$ cat src/rtl/fir_stream_sequencer_if.sv
// Stream and filter-side signal bundle for fir_stream_sequencer.
// The master modport is the sequencer's view. The slave modport is the view of
// the surrounding logic: the upstream source, the filter and the downstream sink.
interface fir_stream_sequencer_if #(
  parameter int DATA_WIDTH = 24,
  parameter int CNT_WIDTH  = 16
);
  logic [DATA_WIDTH-1:0] iv_s_data;
  logic                  i_s_valid;
  logic                  o_s_ready;
  logic [DATA_WIDTH-1:0] ov_fir_din;
  logic                  o_fir_din_valid;
  logic                  i_fir_consumed;
  logic [DATA_WIDTH-1:0] iv_fir_dout;
  logic                  i_fir_dout_valid;
  logic                  o_fir_dout_ready;
  logic [DATA_WIDTH-1:0] ov_m_data;
  logic                  o_m_valid;
  logic                  i_m_ready;
  logic                  i_err_clr;
  logic                  o_timeout_err;
  logic [CNT_WIDTH-1:0]  ov_sent_count;
  logic [CNT_WIDTH-1:0]  ov_recv_count;

  modport master (
    input  iv_s_data, i_s_valid, i_fir_consumed, iv_fir_dout, i_fir_dout_valid,
           i_m_ready, i_err_clr,
    output o_s_ready, ov_fir_din, o_fir_din_valid, o_fir_dout_ready, ov_m_data,
           o_m_valid, o_timeout_err, ov_sent_count, ov_recv_count
  );

  modport slave (
    output iv_s_data, i_s_valid, i_fir_consumed, iv_fir_dout, i_fir_dout_valid,
           i_m_ready, i_err_clr,
    input  o_s_ready, ov_fir_din, o_fir_din_valid, o_fir_dout_ready, ov_m_data,
           o_m_valid, o_timeout_err, ov_sent_count, ov_recv_count
  );
endinterface

$ cat src/rtl/fir_stream_sequencer.sv
// Input FIFO plus a one-sample-in-flight sequencer around a single FIR filter.
// Each sample is handed to the filter, the result is awaited (under a watchdog),
// acknowledged and forwarded downstream before the next sample is popped.
module fir_stream_sequencer #(
  parameter int DATA_WIDTH     = 24,
  parameter int FIFO_DEPTH     = 16,
  parameter int TIMEOUT_CYCLES = 64,
  parameter int CNT_WIDTH      = 16
) (
  input logic                    i_clk,
  input logic                    i_rst,
  fir_stream_sequencer_if.master bus
);

  localparam int AW = $clog2(FIFO_DEPTH);
  localparam int TW = $clog2(TIMEOUT_CYCLES) + 1;

  typedef logic [DATA_WIDTH-1:0] data_t;
  typedef logic [CNT_WIDTH-1:0]  cnt_t;
  typedef logic [AW:0]           fcnt_t;
  typedef logic [TW-1:0]         tmr_t;

  localparam fcnt_t DEPTH_C  = fcnt_t'(FIFO_DEPTH);
  localparam tmr_t  TMO_LAST = tmr_t'(TIMEOUT_CYCLES - 1);

  typedef enum logic [2:0] {
    ST_IDLE,
    ST_SEND,
    ST_WAIT,
    ST_ACK,
    ST_OUT
  } state_t;

  // FIFO state
  data_t         mem_q [FIFO_DEPTH];
  logic [AW-1:0] wr_ptr_q;
  logic [AW-1:0] rd_ptr_q;
  fcnt_t         count_q;
  logic          fifo_avail_q;
  logic          fifo_full;
  logic          fifo_empty;
  logic          push;
  logic          pop;

  // Sequencer state and registered outputs
  state_t state_q,    state_d;
  data_t  fir_din_q,  fir_din_d;
  logic   fir_vld_q,  fir_vld_d;
  logic   dout_rdy_q, dout_rdy_d;
  data_t  m_data_q,   m_data_d;
  logic   m_vld_q,    m_vld_d;
  logic   err_q,      err_d;
  cnt_t   sent_q,     sent_d;
  cnt_t   recv_q,     recv_d;
  tmr_t   timer_q,    timer_d;

  assign fifo_full     = (count_q == DEPTH_C);
  assign fifo_empty    = (count_q == '0);
  // No bypass: a full FIFO refuses input even when the head is leaving this cycle.
  assign bus.o_s_ready = !i_rst && !fifo_full;
  assign push          = bus.i_s_valid && bus.o_s_ready;

  // Sample storage; entries are only read after being written, so no reset.
  always_ff @(posedge i_clk) begin
    if (push) begin
      mem_q[wr_ptr_q] <= bus.iv_s_data;
    end
  end

  // Pointers, occupancy and the delayed not-empty flag that gates the pop.
  always_ff @(posedge i_clk) begin
    if (i_rst) begin
      wr_ptr_q     <= '0;
      rd_ptr_q     <= '0;
      count_q      <= '0;
      fifo_avail_q <= 1'b0;
    end else begin
      if (push) begin
        wr_ptr_q <= wr_ptr_q + 1'b1;
      end
      if (pop) begin
        rd_ptr_q <= rd_ptr_q + 1'b1;
      end
      case ({push, pop})
        2'b10:   count_q <= count_q + 1'b1;
        2'b01:   count_q <= count_q - 1'b1;
        default: count_q <= count_q;
      endcase
      // The sequencer commits to a new sample one cycle after the FIFO
      // reports data, so a fresh sample reaches the filter two edges after
      // it was written.
      fifo_avail_q <= !fifo_empty;
    end
  end

  // Sequencer state register and registered outputs; reset clears all of them.
  always_ff @(posedge i_clk) begin
    if (i_rst) begin
      state_q    <= ST_IDLE;
      fir_din_q  <= '0;
      fir_vld_q  <= 1'b0;
      dout_rdy_q <= 1'b0;
      m_data_q   <= '0;
      m_vld_q    <= 1'b0;
      err_q      <= 1'b0;
      sent_q     <= '0;
      recv_q     <= '0;
      timer_q    <= '0;
    end else begin
      state_q    <= state_d;
      fir_din_q  <= fir_din_d;
      fir_vld_q  <= fir_vld_d;
      dout_rdy_q <= dout_rdy_d;
      m_data_q   <= m_data_d;
      m_vld_q    <= m_vld_d;
      err_q      <= err_d;
      sent_q     <= sent_d;
      recv_q     <= recv_d;
      timer_q    <= timer_d;
    end
  end

  // Next-state logic: pop, hand to filter, await result, acknowledge, forward.
  always_comb begin
    state_d    = state_q;
    fir_din_d  = fir_din_q;
    fir_vld_d  = fir_vld_q;
    dout_rdy_d = 1'b0;
    m_data_d   = m_data_q;
    m_vld_d    = m_vld_q;
    err_d      = err_q;
    sent_d     = sent_q;
    recv_d     = recv_q;
    timer_d    = timer_q;
    pop        = 1'b0;

    if (bus.i_err_clr) begin
      err_d = 1'b0;
    end

    case (state_q)
      ST_IDLE: begin
        if (fifo_avail_q && !fifo_empty) begin
          pop       = 1'b1;
          fir_din_d = mem_q[rd_ptr_q];
          fir_vld_d = 1'b1;
          state_d   = ST_SEND;
        end
      end
      ST_SEND: begin
        if (bus.i_fir_consumed) begin
          fir_vld_d = 1'b0;
          sent_d    = sent_q + 1'b1;
          timer_d   = '0;
          state_d   = ST_WAIT;
        end
      end
      ST_WAIT: begin
        timer_d = timer_q + 1'b1;
        if (bus.i_fir_dout_valid) begin
          m_data_d   = bus.iv_fir_dout;
          dout_rdy_d = 1'b1;
          state_d    = ST_ACK;
        end else if (timer_q == TMO_LAST) begin
          // Sample is abandoned; a timeout overrides a same-cycle clear.
          err_d   = 1'b1;
          state_d = ST_IDLE;
        end
      end
      ST_ACK: begin
        recv_d  = recv_q + 1'b1;
        m_vld_d = 1'b1;
        state_d = ST_OUT;
      end
      ST_OUT: begin
        if (bus.i_m_ready) begin
          m_vld_d = 1'b0;
          state_d = ST_IDLE;
        end
      end
      default: begin
        state_d = ST_IDLE;
      end
    endcase
  end

  assign bus.ov_fir_din       = fir_din_q;
  assign bus.o_fir_din_valid  = fir_vld_q;
  assign bus.o_fir_dout_ready = dout_rdy_q;
  assign bus.ov_m_data        = m_data_q;
  assign bus.o_m_valid        = m_vld_q;
  assign bus.o_timeout_err    = err_q;
  assign bus.ov_sent_count    = sent_q;
  assign bus.ov_recv_count    = recv_q;

endmodule

$ cat src/flat_wrapper.sv
// flat-port wrapper written by rule: the top's interface ports become plain ports
module fir_stream_sequencer_flat 
#(
  parameter int DATA_WIDTH     = 24,
  parameter int FIFO_DEPTH     = 16,
  parameter int TIMEOUT_CYCLES = 64,
  parameter int CNT_WIDTH      = 16
)
  (i_clk, i_rst, bus_iv_s_data, bus_i_s_valid, bus_i_fir_consumed, bus_iv_fir_dout, bus_i_fir_dout_valid, bus_i_m_ready, bus_i_err_clr, bus_o_s_ready, bus_ov_fir_din, bus_o_fir_din_valid, bus_o_fir_dout_ready, bus_ov_m_data, bus_o_m_valid, bus_o_timeout_err, bus_ov_sent_count, bus_ov_recv_count);
  fir_stream_sequencer_if #(.DATA_WIDTH(DATA_WIDTH), .CNT_WIDTH(CNT_WIDTH)) bus_i ();
  input logic i_clk;
  input logic i_rst;
  input wire logic [$bits(bus_i.iv_s_data)-1:0] bus_iv_s_data;
  input wire logic [$bits(bus_i.i_s_valid)-1:0] bus_i_s_valid;
  input wire logic [$bits(bus_i.i_fir_consumed)-1:0] bus_i_fir_consumed;
  input wire logic [$bits(bus_i.iv_fir_dout)-1:0] bus_iv_fir_dout;
  input wire logic [$bits(bus_i.i_fir_dout_valid)-1:0] bus_i_fir_dout_valid;
  input wire logic [$bits(bus_i.i_m_ready)-1:0] bus_i_m_ready;
  input wire logic [$bits(bus_i.i_err_clr)-1:0] bus_i_err_clr;
  output wire logic [$bits(bus_i.o_s_ready)-1:0] bus_o_s_ready;
  output wire logic [$bits(bus_i.ov_fir_din)-1:0] bus_ov_fir_din;
  output wire logic [$bits(bus_i.o_fir_din_valid)-1:0] bus_o_fir_din_valid;
  output wire logic [$bits(bus_i.o_fir_dout_ready)-1:0] bus_o_fir_dout_ready;
  output wire logic [$bits(bus_i.ov_m_data)-1:0] bus_ov_m_data;
  output wire logic [$bits(bus_i.o_m_valid)-1:0] bus_o_m_valid;
  output wire logic [$bits(bus_i.o_timeout_err)-1:0] bus_o_timeout_err;
  output wire logic [$bits(bus_i.ov_sent_count)-1:0] bus_ov_sent_count;
  output wire logic [$bits(bus_i.ov_recv_count)-1:0] bus_ov_recv_count;
  assign bus_i.iv_s_data = bus_iv_s_data;
  assign bus_i.i_s_valid = bus_i_s_valid;
  assign bus_i.i_fir_consumed = bus_i_fir_consumed;
  assign bus_i.iv_fir_dout = bus_iv_fir_dout;
  assign bus_i.i_fir_dout_valid = bus_i_fir_dout_valid;
  assign bus_i.i_m_ready = bus_i_m_ready;
  assign bus_i.i_err_clr = bus_i_err_clr;
  assign bus_o_s_ready = bus_i.o_s_ready;
  assign bus_ov_fir_din = bus_i.ov_fir_din;
  assign bus_o_fir_din_valid = bus_i.o_fir_din_valid;
  assign bus_o_fir_dout_ready = bus_i.o_fir_dout_ready;
  assign bus_ov_m_data = bus_i.ov_m_data;
  assign bus_o_m_valid = bus_i.o_m_valid;
  assign bus_o_timeout_err = bus_i.o_timeout_err;
  assign bus_ov_sent_count = bus_i.ov_sent_count;
  assign bus_ov_recv_count = bus_i.ov_recv_count;
  fir_stream_sequencer #(.DATA_WIDTH(DATA_WIDTH), .FIFO_DEPTH(FIFO_DEPTH), .TIMEOUT_CYCLES(TIMEOUT_CYCLES), .CNT_WIDTH(CNT_WIDTH)) u_core (.i_clk(i_clk), .i_rst(i_rst), .bus(bus_i));
endmodule
$ cat config.mk
export PLATFORM = sky130hd
export DESIGN_NAME = fir_stream_sequencer_flat
export DESIGN_NICKNAME = d
export VERILOG_FILES = /design/src/rtl/fir_stream_sequencer_if.sv /design/src/rtl/fir_stream_sequencer.sv /design/src/flat_wrapper.sv
export SDC_FILE = /design/constraint.sdc
export NUM_CORES = 1
export LEC_CHECK = 0
export CORE_ASPECT_RATIO = 0.5
export CORE_MARGIN = 2
export CORE_UTILIZATION = 58
export DETAILED_ROUTE_END_ITERATION = 10
export PLACE_DENSITY = 0.79
export SETUP_SLACK_MARGIN = 0.05
export SLEW_MARGIN = 5
export SYNTH_ARGS = -nofsm -noshare
export SYNTH_HDL_FRONTEND = slang
export SYNTH_SLANG_ARGS = --single-unit
$ cat constraint.sdc
create_clock -name i_clk -period 4.6 [get_ports i_clk]
set_clock_uncertainty 0.05 [all_clocks]
set_input_delay 1.38 -clock i_clk [delete_from_list [all_inputs] [get_ports i_clk]]
set_output_delay 1.38 -clock i_clk [all_outputs]
set_load 0.01 [all_outputs]
Yosys cells after proc, flatten, opt, wreduce, memory -nomap -nowiden
Memories as Yosys holds them, arrays and structs flattened. A register that Yosys moved wholly into a read port is not among the register bits.
Index checks and enable logic that the tools add are counted.
Cells by class
  equality and inequality tests: 12
  bitwise operators: 1
  mux-type cells: 23
  $add $sub $neg: 7
  reductions and logical operators: 20
Operator list (number)
  adder 16 x 1 -> 16 bit (second input constant): 2
  two-way mux 3 bit: 5
  one-hot mux 3 bit (5 select lines): 1
  one-hot mux 7 bit (2 select lines): 1
  two-way mux 1 bit: 12
  one-hot mux 5 bit (2 select lines): 1
  AND reduction 2 bit: 5
  adder 4 x 1 -> 4 bit (second input constant): 2
  nonzero test 2 bit: 4
  adder 7 x 1 -> 7 bit (second input constant): 1
  == test 7 x 6 -> 1 bit (second input constant): 1
  two-way mux 7 bit: 1
  == test 3 x 2 -> 1 bit (second input constant): 2
  adder 5 x 1 -> 5 bit (second input constant): 1
  == test 5 bit (second input constant): 1
  logical NOT 5 bit: 1
  subtractor 5 x 1 -> 5 bit (second input constant): 1
  inequality test 2 bit (second input constant): 2
  one-hot mux 1 bit (2 select lines): 2
  AND reduction 4 bit: 1
  == test 3 x 1 -> 1 bit (second input constant): 1
  == test 3 bit (second input constant): 1
  logical AND 1 bit: 3
  logical NOT 1 bit: 3
  other kinds (8): 8
Word-level totals
  register bits: 84
  input bits: 55
  memories kept: 1
  bits in writable memories: 384
Memories
  u_core.mem_q: words 16, width 24, rd ports 1, clocked after Yosys merged registers in 1, wr ports 1, line fir_stream_sequencer.sv:35  | data_t mem_q [FIFO_DEPTH];

Depth between registers and ports, before layout
Gate-level depths: netlist of run 1.
  depth after elaboration: 7
  gate-level depth with buffers: 11
  gate-level depth less buffers: 9

Least setup slack after synthesis of run 1
Ideal clock, no wire load.
  path kind: input to register
  from: input port i_rst
  to: memory u_core.mem_q[0][0] (netlist bit) (enable)
  required time: 4.115 ns
  setup slack: 0.425 ns
  stages: 5
  arrival time: 3.690 ns
  library setup time: 0.435 ns
  cells stage by stage: clkinv_1 -> o211a_1 -> clkbuf_1 -> nand2_1 -> nor3_1
On the way
  longest elaborated chain between the ends: 5
RTL lines
  from (decl): line flat_wrapper.sv:12  | input logic i_rst;
  logical NOT 1 bit: line fir_stream_sequencer.sv:60  | assign bus.o_s_ready = !i_rst && !fifo_full;
  logical AND 1 bit: line fir_stream_sequencer.sv:60
  logical AND 1 bit: line fir_stream_sequencer.sv:61  | assign push = bus.i_s_valid && bus.o_s_ready;
  two-way mux 1 bit: line fir_stream_sequencer.sv:65  | if (push) begin
  two-way mux 1 bit (not written as such): line fir_stream_sequencer.sv:66  | mem_q[wr_ptr_q] <= bus.iv_s_data;
  to (decl): line fir_stream_sequencer.sv:35
No other way between the ends.

Worst setup path in the final report of run 1
  from: register u_core.count_q[0]
  to: output port bus_o_s_ready
On the way
  longest elaborated chain between the ends: 3
RTL lines
  from (decl): line fir_stream_sequencer.sv:38  | fcnt_t count_q;
  from (signal assigned): line fir_stream_sequencer.sv:85  | 2'b10: count_q <= count_q + 1'b1;
  from (signal assigned): line fir_stream_sequencer.sv:86  | 2'b01: count_q <= count_q - 1'b1;
  from (signal assigned): line fir_stream_sequencer.sv:87  | default: count_q <= count_q;
  == test 5 bit: line fir_stream_sequencer.sv:57  | assign fifo_full = (count_q == DEPTH_C);
  logical NOT 1 bit: line fir_stream_sequencer.sv:60
  logical AND 1 bit: line fir_stream_sequencer.sv:60
  to (decl): line flat_wrapper.sv:20  | output wire logic [$bits(bus_i.o_s_ready)-1:0] bus_o_s_ready;
No other way between the ends.

==> metrics.md, run 1 <==
| Metric | Value |
|---|---|
| Synth Area in XOR/XNOR | 1.158% |
| Power Internal | 7.032 mW |
| # hold bufs at CTS | 0 |
| Syn Inst Count | 1208 |
| Post-CTS Repair Setup Buffers | 0 |
| Critical Path, Cell by Cell | nor4_1 > a21oi_1 > clkdlybuf4s50_1 |
| Synthesis-to-finish area growth | 17.87% |
| Routed metal-1 wirelength | 17920 um |
| Most frequent cells in the layout | 384 x edfxtp_1, 138 x clkdlybuf4s50_1, 106 x dfxtp_1, 100 x a21oi_1, 100 x mux2i_1 |
| Achievable Freq | 272.0 MHz |
| Number of synthesis warnings | 0 |
| Max layer used | met4 |
| Worst slew pin tran | 1.207 ns |
| Fillers | 2042 |
| Total power | 8.800 mW |
| Power share of the clock group | 40.9% |
| Post-Synth Adder-Cell Area | 0.8998% |
| Tcrit/Tclk final | 79.93% |
| DRT antenna net count | 0 |
| Clock root cell | clkbuf_16 |
| Antenna violations before repair | 0 |
| DR WL/cell | 23.45 um |
| Post_cts resized | 0 |
| Worst skew pair latency | 0.56 ns |
| Total Wirelength | 42630 um |
| Outcome | finished clean |
| DR iter-0 viols | 1406 |
| Leading cell type in the layout, fill and taps excluded | edfxtp_1 |
| DP HPWL | 24490 um |
| Switching Share | 20.10% |
| Clock Path Buffers | 3 |
| Vias per Instance | 6.175 |
| CTS HTree Levels | 2 |
| Layout Nets | 1421 |
| GRT overflow | 0 |
| Finished Layout Cells | 1818 |
| Ranking of synthesized cells by area | edfxtp_1 61%, dfxtp_1 11%, mux4_2 5.7%, mux2i_1 5.3%, a21oi_1 2.6% |
| Startpoint type of the worst setup path | flop |
| Max FO, Critical Path | 5 |
| Largest net degree at the start of global routing | 85 |
| Largest family of logic cells by synthesized area | multiplexers |
| Yosys top cell area share | 60.98% |
| CTS tree | done |
| Via count | 11230 |
| Routed wl met2 | 19580 um |
| Post-synth top area cell | edfxtp_1 |
| Unrepaired setup endpoints after global routing | false |
| Crit-path slowest cell | nor4_1 |
| Rows | 46 |
| CP max stage delay | 0.66 ns |
| Crit path arrival time | 2.25 ns |
| Worst-path clk slew | 0.07 ns |
| Tot GR Track Use | 25.07% |
| Total die area | 34150 um2 |
| EDFF count, synth | 384 |
| Compound-cell area share of the yosys netlist | 7.106% |
| GPL Wtd Cong | 0.8323 |
| Max IR drop VDD | 271.4 uV |
| Proportion of synthesized area in mux cells | 11.07% |
| # DRC | 0 |
| Synthesized cell area | 18910 um2 |
| Die width | 259.4 um |
| Final setup vio count | 0 |
| Vias in the first global route | 11140 |
| Worst Setup End Kind | primary output |
| Share of layout cells above drive strength 1 | 12.41% |
| Clock sinks | 492 |
| Psw | 1.768 mW |
| Critical Path RT | 3.17 ns |
| Min Clock Period, post-route | 3.677 ns |
| Mapped Nets | 1276 |
| Power Density | 394.8 nW/um2 |
| Routed met3 length | 3888 um |
| Leak | 6.989 nW |
| I/O Buffers | 139 |
| Final core utilization | 69.91% |
| Final Instance Area | 22290 um2 |
| Initial core utilization | 59.31% |
| DR pass1 iterations | 5 |
| Antenna diodes | 0 |
| Comb power frac | 3.8% |
| IO Pins | 140 |
| First-pass GRT wire length | 64590 um |
| Mean area per synthesized cell | 15.65 um2 |
| Max-slew violations | 0 |
| CTS buffer count | 41 |
| Max-Cap Viols | 0 |
| Slew HR | 19.42% |
| Synth cell types | 54 |
| Sequential share of power | 55.3% |
| Core area | 31890 um2 |
| CP Class | reg -> out |
| Worst hold path type | reg -> reg |
| Synth Area in Simple Gates | 5.664% |
| #FFs+latches synth | 492 |
| Placed cells | 1742 |
| Register area share after synthesis | 72.41% |
| Die height | 131.7 um |
| Synth Flop Type | edfxtp_1 |
| Ys async rst share | 0% |
| DP Area | 20890 um2 |
| Final TNS setup | 0 ns |
| Final hold violation count | 0 |
## cell usage after synthesis (10+ instances only)
cell type,n
xor2_1,16
nand2_1,79
or3_1,10
ha_1,12
edfxtp_1,384
clkbuf_1,43
dfxtp_1,108
mux2i_1,100
a21oi_1,100
buf_2,19
nand3_1,14
o22ai_1,48
o21ai_1,25
mux4_2,48
nor2_1,59
a211oi_1,26
## state kept, by name (all words and copies together), names as in the netlist
| name | count |
|---|---|
| u_core.timer_q | 7 |
| u_core.bus.ov_sent_count | 16 |
| u_core.bus.ov_recv_count | 16 |
| u_core.bus.o_timeout_err | 1 |
| u_core.state_q | 3 |
| u_core.fifo_avail_q | 1 |
| u_core.bus.ov_fir_din | 24 |
| u_core.bus.o_fir_dout_ready | 1 |
| u_core.bus.o_m_valid | 1 |
| u_core.mem_q | 384 |
| u_core.bus.ov_m_data | 24 |
| u_core.wr_ptr_q | 4 |
| u_core.bus.o_fir_din_valid | 1 |
| u_core.rd_ptr_q | 4 |
| u_core.count_q | 5 |
## layout make-up
class | instances | area, um2 | share of cell area (%)
Clock buffer | 61 | 1202 | 5.394
Clock inverter | 15 | 200.2 | 0.8981
Inverter | 8 | 30.03 | 0.1347
Multi-Input combinational cell | 637 | 4950 | 22.21
Sequential cell | 492 | 13700 | 61.46
Tap cell | 432 | 540.5 | 2.425
Timing Repair Buffer | 173 | 1667 | 7.477
## power groups by stage
stage,Sequential [mW],Combinational (mW),Clock [mW]
final,4.87,0.336,3.60
after floorplan,4.95,0.168,0
after CTS,4.87,0.335,3.65
after detailed placement,4.97,0.332,0
after global placement,4.96,0.319,0
after global routing,4.87,0.361,3.83
## logic make-up (layout without fill, tap and decap cells)
group	count (synthesis)	in the layout
xor+xnor	25	25
buf+inv	79	257
flops	492	492
fa+ha+maj	13	13
compound gates	229	229
simple gates	221	221
mux	149	149
## worst max-delay path, delay by kind of cell (launching register included)
family          cells  cell delay [ns]
simple gates        1             0.66
buf+inv             1             0.51
flops               1             0.36
compound gates      1             0.17
## metrics by stage
step	hold slack [ns]	worst slack, ns
final	0.4070	0.9232
after CTS	0.4074	0.9416
after detailed placement	0.3988	0.4854
after global placement	0.3928	0.5847
after global routing	0.4218	0.8280
after floorplan	0.4205	0.4247
## worst paths after layout
check | start | endpoint | slack (ns) | depth (start not counted)
hold reg to reg | u_core.bus.ov_m_data[1] | u_core.bus.ov_m_data[1] | 0.41 | 2
setup reg to reg | u_core.count_q[0] | u_core.count_q[4] | 0.97 | 9
hold / removal | u_core.bus.ov_m_data[1] | u_core.bus.ov_m_data[1] | 0.41 | 2
setup / recovery | u_core.count_q[0] | bus_o_s_ready | 0.92 | 3
## routing by layer
| metal | vias to the layer above | global-route usage (%) |
|---|---|---|
| met4 | 0 | 8.429 |
| met1 | 5592 | 36.01 |
| met2 | 563 | 38.90 |
| met3 | 84 | 4.861 |
| met5 | - | 0 |
| li1 | 4987 | - |
(Power assumes the default switching activity.)
==> inputs of run 2 (changes only) <==
Settings changed: CORE_UTILIZATION 58 to 53, PLACE_DENSITY 0.79 to 0.76.
Clock period 4.6 ns to 3 ns, I/O delays scaled along.
==> run 2 against run 1 <==
- combinational power rose by 71%
- power increased by 52%
- sequential share of layout area fell by 1.2 points
- critical path depth up 6
- global-route usage decreased by 2.0 points
- non-clock buffer count is 16 higher
- setup slack worse by 0.73 ns
- sequential power is 53% higher
- register-to-register slack got worse by 0.77 ns
- hold slack worse by 0.0019 ns
- wire length up 0.81%
==> metrics.md, run 2 (same netlist as run 1, synthesis figures left out) <==
| Metric | Value |
|---|---|
| Max FO, Critical Path | 5 |
| Worst Setup End Kind | flop |
| Final hold violation count | 0 |
| Synthesis-to-finish area growth | 20.29% |
| DR WL/cell | 22.90 um |
| Vias per Instance | 6.012 |
| Initial core utilization | 54.29% |
| Critical Path, Cell by Cell | or4_4 > o21ai_4 > inv_4 > ha_4 > fa_2 > a21o_1 > a21oi_2 > mux2i_1 > mux2_2 |
| Vias in the first global route | 11210 |
| Die width | 271.1 um |
| Hold slack | 0.4051 ns |
| Max layer used | met4 |
| Max IR drop VDD | 368.0 uV |
| CTS HTree Levels | 2 |
| Worst hold path type | reg -> reg |
| Crit-path slowest cell | or4_4 |
| Via count | 11290 |
| Unrepaired setup endpoints after global routing | false |
| Total Wirelength | 42980 um |
| GRT overflow | 0 |
| Total power | 13.39 mW |
| Critical Path RT | 3.39 ns |
| DP HPWL | 24640 um |
| Startpoint type of the worst setup path | flop |
| Worst slew pin tran | 0.7024 ns |
| DR pass1 iterations | 5 |
| I/O Buffers | 139 |
| Routed metal-1 wirelength | 17350 um |
| Min Clock Period, post-route | 2.805 ns |
| Routed met3 length | 3608 um |
| Achievable Freq | 356.6 MHz |
| Finished Layout Cells | 1877 |
| Final TNS setup | 0 ns |
| CP max stage delay | 0.61 ns |
| Outcome | finished clean |
| # hold bufs at CTS | 0 |
| Pre-CTS setup slack | -0.2111 ns |
| Leak | 7.100 nW |
| Post-CTS Repair Setup Buffers | 0 |
| Final core utilization | 65.30% |
| CTS tree | done |
| Clock root cell | clkbuf_16 |
| GPL Wtd Cong | 0.8377 |
| Power Density | 588.7 nW/um2 |
| Setup ws final | 0.1954 ns |
| Slew HR | 53.18% |
| Clock Path Buffers | 3 |
| Max-Cap Viols | 0 |
| Layout Nets | 1438 |
| DP Area | 21370 um2 |
| Core area | 34830 um2 |
| Share of layout cells above drive strength 1 | 13.98% |
| Final setup vio count | 0 |
| Clock sinks | 492 |
| CTS buffer count | 42 |
| Worst-path clk slew | 0.06 ns |
| Tot GR Track Use | 23.06% |
| First-pass GRT wire length | 64380 um |
| CP Class | reg -> reg |
| Placed cells | 1801 |
| Routed wl met2 | 21100 um |
| Die height | 137.6 um |
| Tcrit/Tclk final | 93.49% |
| Largest net degree at the start of global routing | 71 |
| Rows | 48 |
| Antenna violations before repair | 0 |
| Max-slew violations | 0 |
| Max reg flops | 384 |
| Crit path arrival time | 3.19 ns |
| # DRC | 0 |
| Total die area | 37300 um2 |
| DRT antenna net count | 0 |
| Most frequent cells in the layout | 384 x edfxtp_1, 137 x clkdlybuf4s50_1, 105 x dfxtp_1, 100 x mux2i_1, 99 x a21oi_1 |
| IO Pins | 140 |
| DR iter-0 viols | 1084 |
| Leading cell type in the layout, fill and taps excluded | edfxtp_1 |
| Largest reg by FF count | u_core.mem_q |
| Worst skew pair latency | 0.57 ns |
| Antenna diodes | 0 |
| Final Instance Area | 22750 um2 |
[run 2: cell types whose count changed in the layout (fill, tap and decap cells not counted), sizes merged]
cell	previous run	this run
dlymetal6s2s	0	1
clkdlybuf4s50	138	137
clkinv	10	18
buf	35	51
clkbuf	61	53
[run 2: worst max-delay path, delay by kind of cell, from the launching register on]
kind | cells | cell delay, ns
adder cells (fa/ha/maj) | 2 | 0.53
AND/OR/NAND/NOR | 1 | 0.61
AO/OA/AOI/OAI | 3 | 0.52
buffers and inverters | 1 | 0.05
flip-flops | 1 | 0.37
multiplexers | 2 | 0.56
[run 2: final timing paths]
check | start | to | slack, ns | cells after the start
setup / recovery | u_core.count_q[3] | u_core.count_q[4] | 0.20 | 9
hold / removal | u_core.bus.ov_m_data[10] | u_core.bus.ov_m_data[10] | 0.41 | 2
setup reg to reg | u_core.count_q[3] | u_core.count_q[4] | 0.20 | 9
hold reg to reg | u_core.bus.ov_m_data[10] | u_core.bus.ov_m_data[10] | 0.41 | 2
[run 2: cell type report]
cell class              count  area, um2
flip-flops and latches    492      13700
repair buffers            189       2039
well taps                 475      594.3
inverters                   8      32.53
multi-input cells         637       5022
fillers                  2336      12090
clock buffers              53       1115
clock inverters            23      241.5
[run 2: per-layer routing]
layer | GRT usage (%) | up-vias
met5 | 0 | -
met4 | 6.929 | 0
met3 | 3.939 | 69
met2 | 39.76 | 536
met1 | 30.54 | 5658
li1 | - | 5022
[run 2: power by group]
group	switching (mW)	leakage [nW]	internal [mW]	total [mW]
clock network	2.37	0.673	3.00	5.37
logic	0.314	2.09	0.259	0.573
registers	0.0401	4.33	7.40	7.44
[run 2: what timing repair did]
action,CTS,global route
cloned,0,0
resized for setup,1,3
endpoints found under the setup margin,1,2
==> inputs of run 3 (changes only) <==
Settings changed: CORE_MARGIN 2 to not set.
==> run 3 against run 2 <==
- combinational power is 1% lower
- register-to-register slack hardly changed
- flip-flop and latch count did not move
- final cell count up 0.37%
- clock power grew 4.7%
- hold slack hardly changed
- first-iteration DRC count grew 4.3%
- sequential share of layout area decreased by 0.22 points
- via count rose by 0.35%
- setup slack lost 0.093 ns
- critical path depth decreased by 5
- core utilization rose by 0.35 points
- largest cell class unchanged
==> metrics.md, run 3 (same netlist as run 1, synthesis figures left out) <==
| Metric | Value |
|---|---|
| Total die area | 36490 um2 |
| Layout Nets | 1441 |
| Rows | 48 |
| Outcome | finished clean |
| I/O Buffers | 139 |
| Vias per Instance | 6.011 |
| Final setup vio count | 0 |
| Power Internal | 10.80 mW |
| Finished Layout Cells | 1884 |
| Antenna violations before repair | 1 |
| DR WL/cell | 23.15 um |
| GRT overflow | 0 |
| Crit-path slowest cell | clkdlybuf4s50_1 |
| Clock sinks | 492 |
| Leak | 7.115 nW |
| Achievable Freq | 345.1 MHz |
| Sequential share of power | 54.6% |
| Clock Path Buffers | 3 |
| Largest reg by FF count | u_core.mem_q |
| DP Area | 21370 um2 |
| Startpoint type of the worst setup path | flop |
| Comb power frac | 4.2% |
| CTS buffer count | 43 |
| Die height | 135.6 um |
| Leading cell type in the layout, fill and taps excluded | edfxtp_1 |
| First-pass GRT wire length | 65940 um |
| Most frequent cells in the layout | 384 x edfxtp_1, 138 x clkdlybuf4s50_1, 105 x dfxtp_1, 100 x mux2i_1, 99 x a21oi_1 |
| Switching Share | 20.84% |
| IO Pins | 140 |
| Worst slew pin tran | 0.8783 ns |
| Critical Path, Cell by Cell | buf_4 > nor4_4 > a21oi_1 > clkdlybuf4s50_1 |
| # hold bufs at CTS | 0 |
| CP Class | reg -> out |
| Slew HR | 41.44% |
| DR pass1 iterations | 5 |
| Tot GR Track Use | 24.05% |
| GPL Wtd Cong | 0.8084 |
| Final Instance Area | 22830 um2 |
| Worst Setup End Kind | primary output |
| Via count | 11330 |
| Psw | 2.842 mW |
| WP buf/inv | 2 |
| Post-CTS Repair Setup Buffers | 0 |
| Max-slew violations | 0 |
| Max IR drop VDD | 336.9 uV |
| Max FO, Critical Path | 4 |
| Crit path arrival time | 1.95 ns |
| Tcrit/Tclk final | 96.58% |
| Vias in the first global route | 11230 |
| Synthesis-to-finish area growth | 20.73% |
| Total Wirelength | 43620 um |
| Max reg flops | 384 |
| Worst-path clk slew | 0.06 ns |
| Worst skew pair latency | 0.57 ns |
| Worst hold path type | reg -> reg |
| Fillers | 2336 |
| Final core utilization | 65.66% |
| Delay-heaviest family, CP | buffers and inverters |
| CTS tree | done |
| Largest net degree at the start of global routing | 85 |
| Min Clock Period, post-route | 2.898 ns |
| DR iter-0 viols | 1131 |
| Max-Cap Viols | 0 |
| Final hold violation count | 0 |
| Clock root cell | clkbuf_16 |
| CTS HTree Levels | 2 |
| Unrepaired setup endpoints after global routing | false |
| Core area | 34770 um2 |
| Placed cells | 1803 |
| Initial core utilization | 54.38% |
| Power Density | 597.4 nW/um2 |
| Power share of the clock group | 41.2% |
| Share of layout cells above drive strength 1 | 13.99% |
| # DRC | 0 |
| DP HPWL | 24620 um |
| Critical Path RT | 2.05 ns |
| CP max stage delay | 0.50 ns |
| Die width | 269.1 um |
| DRT antenna net count | 0 |
## run 3: path summary, 6_finish.rpt
path,start,to,slack (ns),cells after the start
setup reg to reg,u_core.count_q[3],u_core.count_q[4],0.20,9
setup / recovery,u_core.count_q[0],bus_o_s_ready,0.10,4
hold / removal,u_core.bus.ov_m_data[6],u_core.bus.ov_m_data[6],0.40,2
hold reg to reg,u_core.bus.ov_m_data[6],u_core.bus.ov_m_data[6],0.40,2
## run 3: layout make-up
cell class	count	area, um2	share of cell area (%)
sequential	492	13700	60.02
multi-input combinational	637	5022	22.00
timing repair buffer	191	2039	8.933
clock buffer	57	1169	5.119
tap	475	594.3	2.603
clock inverter	23	269.0	1.178
inverter	8	32.53	0.1425
antenna	1	2.502	0.01096
## run 3: power groups by stage
stage	sequential [mW]	clock, mW	combinational [mW]
finish	7.45	5.62	0.567
global route	7.45	5.97	0.607
CTS	7.45	5.70	0.561
detailed placement	7.60	0	0.553
global placement	7.59	0	0.537
floorplan	7.59	0	0.271
## run 3: repair_timing
item	in CTS	in global routing
gates resized for setup	1	2
pin swaps	0	0
endpoints found under the hold margin	0	0
endpoints found under the setup margin	1	2
## run 3: worst register-to-register path: stages, from the launching register on
cell and delay (ns):
dfxtp_1 0.37, or4_4 0.62, o21ai_4 0.20, inv_4 0.05
ha_4 0.18, fa_2 0.34, a21o_1 0.18, a21oi_2 0.16
mux2i_1 0.20, mux2_2 0.34
## run 3: through the flow
| step | TNS [ns] | worst slack (ns) | total power [mW] | hold WS [ns] |
|---|---|---|---|---|
| floorplan | 0 | 0.001852 | 7.864 | 0.4205 |
| global placement | -0.1712 | -0.1712 | 8.131 | 0.3927 |
| detailed placement | -0.3417 | -0.2206 | 8.151 | 0.3995 |
| CTS | 0 | 0.07175 | 13.71 | 0.4058 |
| global route | 0 | 0.06800 | 14.03 | 0.4221 |
| finish | 0 | 0.1025 | 13.64 | 0.4047 |
## run 3: metal layers
metal / wire [um] / GRT usage, % / vias to the layer above
met4: 802 / 6.444 / 0
met3: 3679 / 4.856 / 73
met1: 17850 / 32.33 / 5704
met5: 0 / 0 / -
met2: 21290 / 40.35 / 498
li1: - / - / 5050
